===== src/rtl/uc_run_ctrl.sv =====
// rtl/uc_run_ctrl.sv - run/step/breakpoint/reset sequencer gating the uC clock enable
module uc_run_ctrl #(
  parameter int CNT_WIDTH  = 32,
  parameter int RST_CYCLES = 4
) (
  input  logic                 clk,
  input  logic                 rst,
  input  logic                 cmd_valid,
  input  logic [1:0]           cmd,
  input  logic [7:0]           step_num,
  input  logic                 bp_en,
  input  logic [11:0]          bp_addr,
  input  logic [11:0]          pc_out,
  input  logic                 pc_valid,
  input  logic                 cu_state,
  input  logic                 flash_ready,
  output logic                 uc_clk_en,
  output logic                 uc_rst,
  output logic [1:0]           run_state,
  output logic                 bp_hit,
  output logic                 done,
  output logic [CNT_WIDTH-1:0] cycle_cnt
);

  typedef enum logic [1:0] {
    S_HALT = 2'd0,
    S_RUN  = 2'd1,
    S_STEP = 2'd2,
    S_RST  = 2'd3
  } state_t;

  localparam logic [1:0] CMD_HALT  = 2'd0;
  localparam logic [1:0] CMD_RUN   = 2'd1;
  localparam logic [1:0] CMD_STEP  = 2'd2;
  localparam logic [1:0] CMD_RESET = 2'd3;
  localparam logic [3:0] RST_LOAD  = 4'(RST_CYCLES - 1);

  state_t     state;
  logic [7:0] step_rem;
  logic [3:0] rst_cnt;
  logic       skip_bp;
  logic       uc_rst_r;
  logic       active;
  logic       bp_stop;

  assign active    = (state == S_RUN) || (state == S_STEP);
  // skip_bp lets the first instruction after RUN/STEP execute even when parked on the breakpoint
  assign bp_stop   = bp_en & pc_valid & ~cu_state & (pc_out == bp_addr) & ~skip_bp;
  assign uc_clk_en = ~rst & active & (flash_ready | cu_state) & ~bp_stop;
  assign run_state = state;
  assign uc_rst    = uc_rst_r | rst;

  always_ff @(posedge clk) begin
    if (rst) begin
      state     <= S_HALT;
      uc_rst_r  <= 1'b0;
      bp_hit    <= 1'b0;
      done      <= 1'b0;
      cycle_cnt <= '0;
      skip_bp   <= 1'b0;
      step_rem  <= 8'd0;
      rst_cnt   <= 4'd0;
    end else begin
      done <= 1'b0;
      if (uc_clk_en) begin
        cycle_cnt <= cycle_cnt + CNT_WIDTH'(1);
        skip_bp   <= 1'b0;
      end

      if (cmd_valid && cmd == CMD_RESET) begin
        state     <= S_RST;
        uc_rst_r  <= 1'b1;
        rst_cnt   <= RST_LOAD;
        cycle_cnt <= '0;
        bp_hit    <= 1'b0;
        skip_bp   <= 1'b0;
        step_rem  <= 8'd0;
      end else if (state == S_RST) begin
        if (rst_cnt == 4'd0) begin
          state    <= S_HALT;
          uc_rst_r <= 1'b0;
        end else begin
          rst_cnt <= rst_cnt - 4'd1;
        end
      end else if (cmd_valid) begin
        // a command overrides any same-cycle retire or breakpoint event
        case (cmd)
          CMD_HALT: state <= S_HALT;
          CMD_RUN: begin
            state   <= S_RUN;
            bp_hit  <= 1'b0;
            skip_bp <= 1'b1;
          end
          CMD_STEP: begin
            bp_hit   <= 1'b0;
            skip_bp  <= 1'b1;
            step_rem <= step_num;
            if (step_num == 8'd0) begin
              state <= S_HALT;
              done  <= 1'b1;
            end else begin
              state <= S_STEP;
            end
          end
          default: ;
        endcase
      end else if (active && bp_stop) begin
        state  <= S_HALT;
        bp_hit <= 1'b1;
        done   <= 1'b1;
      end else if (state == S_STEP && uc_clk_en && cu_state) begin
        step_rem <= step_rem - 8'd1;
        if (step_rem == 8'd1) begin
          state <= S_HALT;
          done  <= 1'b1;
        end
      end
    end
  end

endmodule


===== config.mk =====
export PLATFORM = sky130hd
export DESIGN_NAME = uc_run_ctrl
export DESIGN_NICKNAME = d
export VERILOG_FILES = /design/src/rtl/uc_run_ctrl.sv
export SDC_FILE = /design/constraint.sdc
export NUM_CORES = 1
export LEC_CHECK = 0
export CAP_MARGIN = 5
export CORE_MARGIN = 10
export CORE_UTILIZATION = 30
export CTS_BUF_LIST = sky130_fd_sc_hd__clkbuf_16
export CTS_CLUSTER_DIAMETER = 60
export DETAILED_ROUTE_END_ITERATION = 16
export SLEW_MARGIN = 20
export SYNTH_ARGS = -nofsm -noshare
export SYNTH_HDL_FRONTEND = slang
export SYNTH_SLANG_ARGS = --single-unit

===== constraint.sdc =====
create_clock -name clk -period 5 [get_ports clk]
set_input_delay 1 -clock clk [delete_from_list [all_inputs] [get_ports clk]]
set_output_delay 1 -clock clk [all_outputs]
set_load 0.02 [all_outputs]

==> metrics.txt, run 1 <==
initial antenna violation count=0; Max Cap Viol=0; CP cell instances=clkdlybuf4s50_1 -> xor2_1 -> nor4_2 -> and4_1 -> nor2_1 -> clkdlybuf4s50_1; initial drt markers=159; post-synth cell types=59; Final ANT Viol Nets=0; Initial Utilization=30.60%; crit path kind=primary input to primary output; Data required, critical path=approximately 4000 ps; reg2reg setup slack=2360 ps; quantity of I/O buffers inserted on ports=roughly 80; critical path's slowest cell=clkdlybuf4s50_1; CP endpoint kind=primary output; first-pass GRT wire length=between 10 and 15 mm; DIE AREA=14920 µm²; GRT overflow=0; PwrDens=213.1 nW/µm²; Core Rows=37; wirelength, routed=roughly 9 mm; reg2reg start=run_state[0]$_SDFFE_PP0P_; # fillers=1031; total power=just under 0.9 mW; total number of clock tree sinks=50; end point of the critical path=uc_clk_en; worst vdd ir=~0.15 mV; post-cts gate resize count=0; post-DP HPWL=between 6 and 7 mm; Antenna Cells=0; hold_buf cts=0; crit path launch type=primary input; mean post-synth cell area=8.068 µm²; clock slew at reported path FFs=roughly 60 ps; Routed WL per cell=roughly 15 µm; vias=around 3.1k; RSZ-0062 raised after global routing=no; area of the core=a little over 10000 µm²; Final Slew Violations=0; IO Count=between 70 and 80; Post-Route Skew=approximately 14 ps; Area Overhead vs Synth=34.01%; setup_tns=0 ps; nets=roughly 510; later-pin clock latency in the skew report=290 ps; CTS buffer count=5; worst-margin pin slew=between 1000 and 1500 ps; post-synthesis sequential area ratio=31.97%; H-tree depth=2; status=complete, no violations; min-delay worst type=flip-flop to flip-flop; Final Hold Viols=0; maximum clock rate=between 0.2 and 0.3 GHz; Mapped Cells=~390; final worst-path cycle share=77.54%; Mapped Nets=439; Yosys Warn Count=0; CTS tree=done; CP max FO=3; Clock Tree Root=clkbuf_16; clk buf depth=2; layout cell share with drive strength beyond 1=approximately 7%; Top FF cell, synth=dfxtp_1; Reg-to-Reg End=cycle_cnt[28]$_SDFFE_PP0P_; Final GP Congestion=slightly below 0.8; Async S/R FF share, synth=0%; LEAKAGE=about 1.7 nW; Crit. Startpoint=bp_addr[4]; synthesized area=3131 µm²; vias in the first global route=around 2.9k; Synth Register Bits=50; Die Ht=around 120 µm; die width=roughly 120 µm; final setup fails=0; final worst path period need=3877 ps; largest net degree at the start of global routing=38; most used cell, CP=clkdlybuf4s50_1; Vias/cell=5.216; Post-CTS Setup Bufs=0; WP data arrival=about 2900 ps; Seq. cell area=between 1000 and 1500 µm²; Post-synth EDFFs=0; GRT Overall Usage=11.61%; first drt pass iteration count=4; crit-path max cell delay=about 550 ps; multi-input combinational cell area=2007 µm²; slew margin rel.=31.12%; DRC=0; Worst R2R Path Depth=8
-- flip-flops by register name, indices dropped and copies added, names as in the netlist --
register and flops:
rst_cnt 4, uc_rst_r 1, bp_hit 1, cycle_cnt 32
skip_bp 1, step_rem 8, run_state 2, done 1
-- cells in the final DEF, fill, tap and decap left out, types with 3 or more instances in the layout --
cell / netlist / routed
nor3_1: 12 / 12
nand4_2: 5 / 5
a41o_1: 10 / 10
mux2i_1: 12 / 12
nor4_2: 3 / 3
nor4_1: 6 / 6
nand3_1: 5 / 5
o211ai_1: 4 / 4
clkdlybuf4s50_1: 0 / 78
nand4_1: 17 / 17
o21ai_1: 5 / 5
xor2_1: 12 / 12
inv_1: 9 / 9
a211oi_1: 4 / 4
and2_1: 4 / 4
nor2_1: 37 / 37
clkbuf_16: 0 / 5
a21oi_1: 21 / 20
a31oi_1: 10 / 10
nand2_1: 52 / 52
and3_1: 8 / 8
ha_1: 10 / 10
buf_4: 2 / 6
nor2b_1: 3 / 3
or4_1: 7 / 7
nand4b_1: 3 / 3
o21ai_0: 8 / 8
dfxtp_1: 50 / 50
nand2b_1: 13 / 13
and4_1: 5 / 5
-- cells in the mapped netlist, types with 9 or more instances --
cell | instances | area, µm²
a31oi_1 | 10 | 62.56
a21oi_1 | 21 | 105.1
ha_1 | 10 | 125.1
nand2b_1 | 13 | 81.33
nand2_1 | 52 | 195.2
dfxtp_1 | 50 | 1001
inv_1 | 9 | 33.78
a41o_1 | 10 | 100.1
xor2_1 | 12 | 105.1
nand4_1 | 17 | 106.4
nor3_1 | 12 | 60.06
mux2i_1 | 12 | 120.1
clkbuf_1 | 10 | 37.54
nor2_1 | 37 | 138.9
-- worst max-delay path, delay by kind of cell --
kind	cells	cell delay, ps
xor gates and xnor gates	1	180
buffers and inverters	2	970
and+or+nand+nor	3	730
-- per-layer routing --
metal  vias up  track usage [%]  routed length [µm]
met2        64            20.76                4480
met5         -                0                   0
met4         0            1.841                  42
li1       1584                -                   -
met1      1461            14.06                3965
met3         5            2.636                 531
-- area by class of cell --
| type | count | area share [%] |
|---|---|---|
| flip-flops and latches | 50 | 23.86 |
| inverters | 10 | 0.8947 |
| repair buffers | 84 | 19.68 |
| clock buffers | 5 | 2.982 |
| multi-input cells | 309 | 47.84 |
| well taps | 136 | 4.056 |
| clock inverters | 3 | 0.6860 |
-- stage by stage --
step           cell area (µm²)  cells  setup WS [ps]  hold WS (ps)  utilization [%]
6_report                  4195    597           1123         457.2            41.01
5_1_grt                   4195    597           1023         490.1            41.01
4_1_cts                   4195    597           1115         459.5            41.01
3_5_place_dp              4041    589           1118         448.9            39.50
3_3_place_gp              4041    589           1143         439.4            39.50
2_1_floorplan             3131    388           1788         431.6                -
-- how the worst min path moves through the flow --
stage / from / endpoint / slack [ps] / cells after the start
after floorplan: uc_rst_r$_SDFFE_PP0P_ / uc_rst_r$_SDFFE_PP0P_ / 430 / 2
after global placement: uc_rst_r$_SDFFE_PP0P_ / uc_rst_r$_SDFFE_PP0P_ / 440 / 2
after detailed placement: uc_rst_r$_SDFFE_PP0P_ / uc_rst_r$_SDFFE_PP0P_ / 450 / 2
after CTS: uc_rst_r$_SDFFE_PP0P_ / uc_rst_r$_SDFFE_PP0P_ / 460 / 2
after global routing: uc_rst_r$_SDFFE_PP0P_ / uc_rst_r$_SDFFE_PP0P_ / 490 / 2
final: uc_rst_r$_SDFFE_PP0P_ / uc_rst_r$_SDFFE_PP0P_ / 460 / 2
-- cell families after synthesis --
logic type,Yosys count,synth area share (%)
mux,12,3.837
xor+xnor,14,3.917
flops,50,31.97
compound gates,79,17.23
simple gates,194,35.01
fa+ha+maj,10,3.997
buf+inv,29,4.036
-- power breakdown --
part	total [mW]	switching (mW)	internal, mW
sequential	0.410	0.00616	0.404
combinational	0.131	0.0675	0.0632
clock	0.353	0.162	0.191
total	0.894	0.236	0.658
(Power assumes the default switching activity.)
==> run 2: changes to the inputs <==
==> constraint.sdc (replaced) <==
create_clock -name clk -period 3.65 [get_ports clk]
set_input_delay 0.73 -clock clk [delete_from_list [all_inputs] [get_ports clk]]
set_output_delay 0.73 -clock clk [all_outputs]
set_load 0.02 [all_outputs]
==> run 2 against run 1 <==
  * Utilization up 0.29 points
  * Largest cell class unchanged
  * Count of clock-buffer cells in the layout is the same
  * Clock skew increased by 1.2 ps
==> metrics.txt, run 2 (synthesis gave the netlist of run 1 again) <==
WP data arrival=2630 ps (-250 ps); post-DP HPWL=7.013 mm (+3.8%); DP Area=4071 µm² (+0.74%); final worst path period need=~3400 ps; combinational share of power=14.6% (about the same); clk buf depth=2 (unchanged); Clock Tree Root=clkbuf_16; Seq. cell area=1001 µm² (unchanged); # fillers=1026 (-0.48%); vias=3189 (+2.4%); total power=1.236 mW (+38%); Final Hold Viols=0 (unchanged); highest-count cells in the layout ignoring fill and taps=78 x clkdlybuf4s50_1, 52 x nand2_1, 50 x dfxtp_1, 37 x nor2_1, 20 x a21oi_1; GRT overflow=0 (unchanged); Area Overhead vs Synth=34.97%; Reg power frac=45.5% (-0.4 points); hold depth=2 (unchanged); CTS tree=done; slew margin rel.=51.81% (+21 points); internal power=0.9026 mW (+37%); Final ANT Viol Nets=0 (unchanged); Top reg by flops=cycle_cnt; CTS buffer count=5 (unchanged); fin util=41.30% (+0.29 points); Final GP Congestion=0.7867 (+0.40%); DIE AREA=14920 µm² (unchanged); layout cell share with drive strength beyond 1=7.742% (+0.80 points); first-pass GRT wire length=15.46 mm (+6.7%); Worst R2R Path Depth=8 (unchanged); PwrDens=292.6 nW/µm² (+37%); wirelength, routed=9.364 mm (+3.8%); maximum clock rate=0.2976 GHz; Routed WL per cell=15.58 µm (+3.1%); Die Ht=122.2 µm (unchanged); RSZ-0062 raised after global routing=no; reg2reg setup slack=1220 ps (-1140 ps); status=complete, no violations; later-pin clock latency in the skew report=290 ps (about the same); multi-input combinational cell area=2007 µm² (unchanged); nets=515 (+0.78%); largest net degree at the start of global routing=40 (+5.3%); Vias/cell=5.306 (+1.7%); Post-Route Skew=14.76 ps (+1.166 ps); CP endpoint kind=primary output; initial drt markers=204 (+28%); hold wc startpoint=skip_bp$_SDFF_PP0_; reg2reg start=run_state[0]$_SDFFE_PP0P_; total number of clock tree sinks=50 (unchanged); Data required, critical path=2920 ps (-1080 ps); Max Cap Viol=0 (unchanged); min-delay worst type=flip-flop to flip-flop; H-tree depth=2 (unchanged); commonest non-fill, non-tap cell in the layout=clkdlybuf4s50_1; final setup fails=0 (unchanged); Initial Utilization=30.60% (unchanged); Post-CTS Setup Bufs=0 (unchanged); initial antenna violation count=0 (unchanged); worst-margin pin slew=720.2 ps (-312.9 ps); crit path launch type=primary input; crit path kind=primary input to primary output; setup_tns=0 ps (unchanged); max FFs per register=32 (unchanged); quantity of I/O buffers inserted on ports=78 (unchanged); IO Count=79 (unchanged); Sw Share=26.99% (+0.61 points); clock slew at reported path FFs=80 ps (+20 ps); final worst-path cycle share=92.05%; GRT Overall Usage=12.42% (+0.80 points); Final Cell Area=4225 µm² (+0.72%); DRC=0 (unchanged); vias in the first global route=3034 (+4.9%); first drt pass iteration count=5 (+1); Antenna Cells=0 (unchanged); area of the core=10230 µm² (unchanged); largest registers=cycle_cnt (32), step_rem (8), rst_cnt (4); LEAKAGE=1.690 nW (+1.2%); Worst Hold Path EP=skip_bp$_SDFF_PP0_; hold_buf cts=0 (unchanged); P_sw=0.3336 mW (+41%); Final Slew Violations=0 (unchanged); CP max FO=3 (unchanged); clock power share=40.0% (+0.5 points); post-cts gate resize count=0 (unchanged); Core Rows=37 (unchanged); worst vdd ir=0.2129 mV (+38%); Reg-to-Reg End=cycle_cnt[21]$_SDFFE_PP0P_; die width=122.2 µm (unchanged)
-- run 2: changes by cell type in the layout (fill, tap and decap cells not counted), sizes merged --
cell,before,now
buf,6,10
-- run 2: area by class of cell --
type                            count  share of cell area, %
Multi-Input combinational cell    309                  47.50
Sequential cell                    50                  23.69
Timing Repair Buffer               88                  20.25
Tap cell                          136                  4.027
Clock buffer                        5                  2.961
Inverter                           10                 0.8884
Clock inverter                      3                 0.6811
-- run 2: routing by layer --
layer	track usage (%)	wire length (µm)
met1	15.89	4139
met2	21.37	4624
met3	2.498	525
met4	1.988	74
met5	0	0
-- run 2: worst max-delay path, stage by stage --
cell,delay [ps]
clkdlybuf4s50_1,420
xor2_1,180
nor4_2,410
and4_1,270
nor2_1,50
clkdlybuf4s50_1,560
-- run 2: worst max-delay path by stage --
| stage | startpoint | endpoint | slack, ps | cells past startpoint |
|---|---|---|---|---|
| floorplan | bp_addr[0] | uc_clk_en | 980 | 6 |
| global placement | bp_addr[4] | uc_clk_en | 330 | 6 |
| detailed placement | bp_addr[4] | uc_clk_en | 300 | 6 |
| CTS | bp_addr[4] | uc_clk_en | 290 | 6 |
| global route | bp_addr[4] | uc_clk_en | 170 | 6 |
| finish | bp_addr[4] | uc_clk_en | 290 | 6 |
-- run 2: power by group through the flow --
stage / logic [mW] / registers, mW / clock network, mW
6_report: 0.180 / 0.562 / 0.494
3_5_place_dp: 0.181 / 0.574 / 0
5_1_grt: 0.201 / 0.563 / 0.529
4_1_cts: 0.182 / 0.562 / 0.507
2_1_floorplan: 0.0969 / 0.574 / 0
3_3_place_gp: 0.177 / 0.574 / 0
-- run 2: metrics by stage --
step | std cells | setup WS [ps] | hold slack, ps
after floorplan | 388 | 977.9 | 431.6
after global placement | 593 | 325.8 | 441.4
after detailed placement | 593 | 301.3 | 450.6
after CTS | 601 | 292.7 | 461.7
after global routing | 601 | 168.3 | 487.1
final | 601 | 290.2 | 459.8
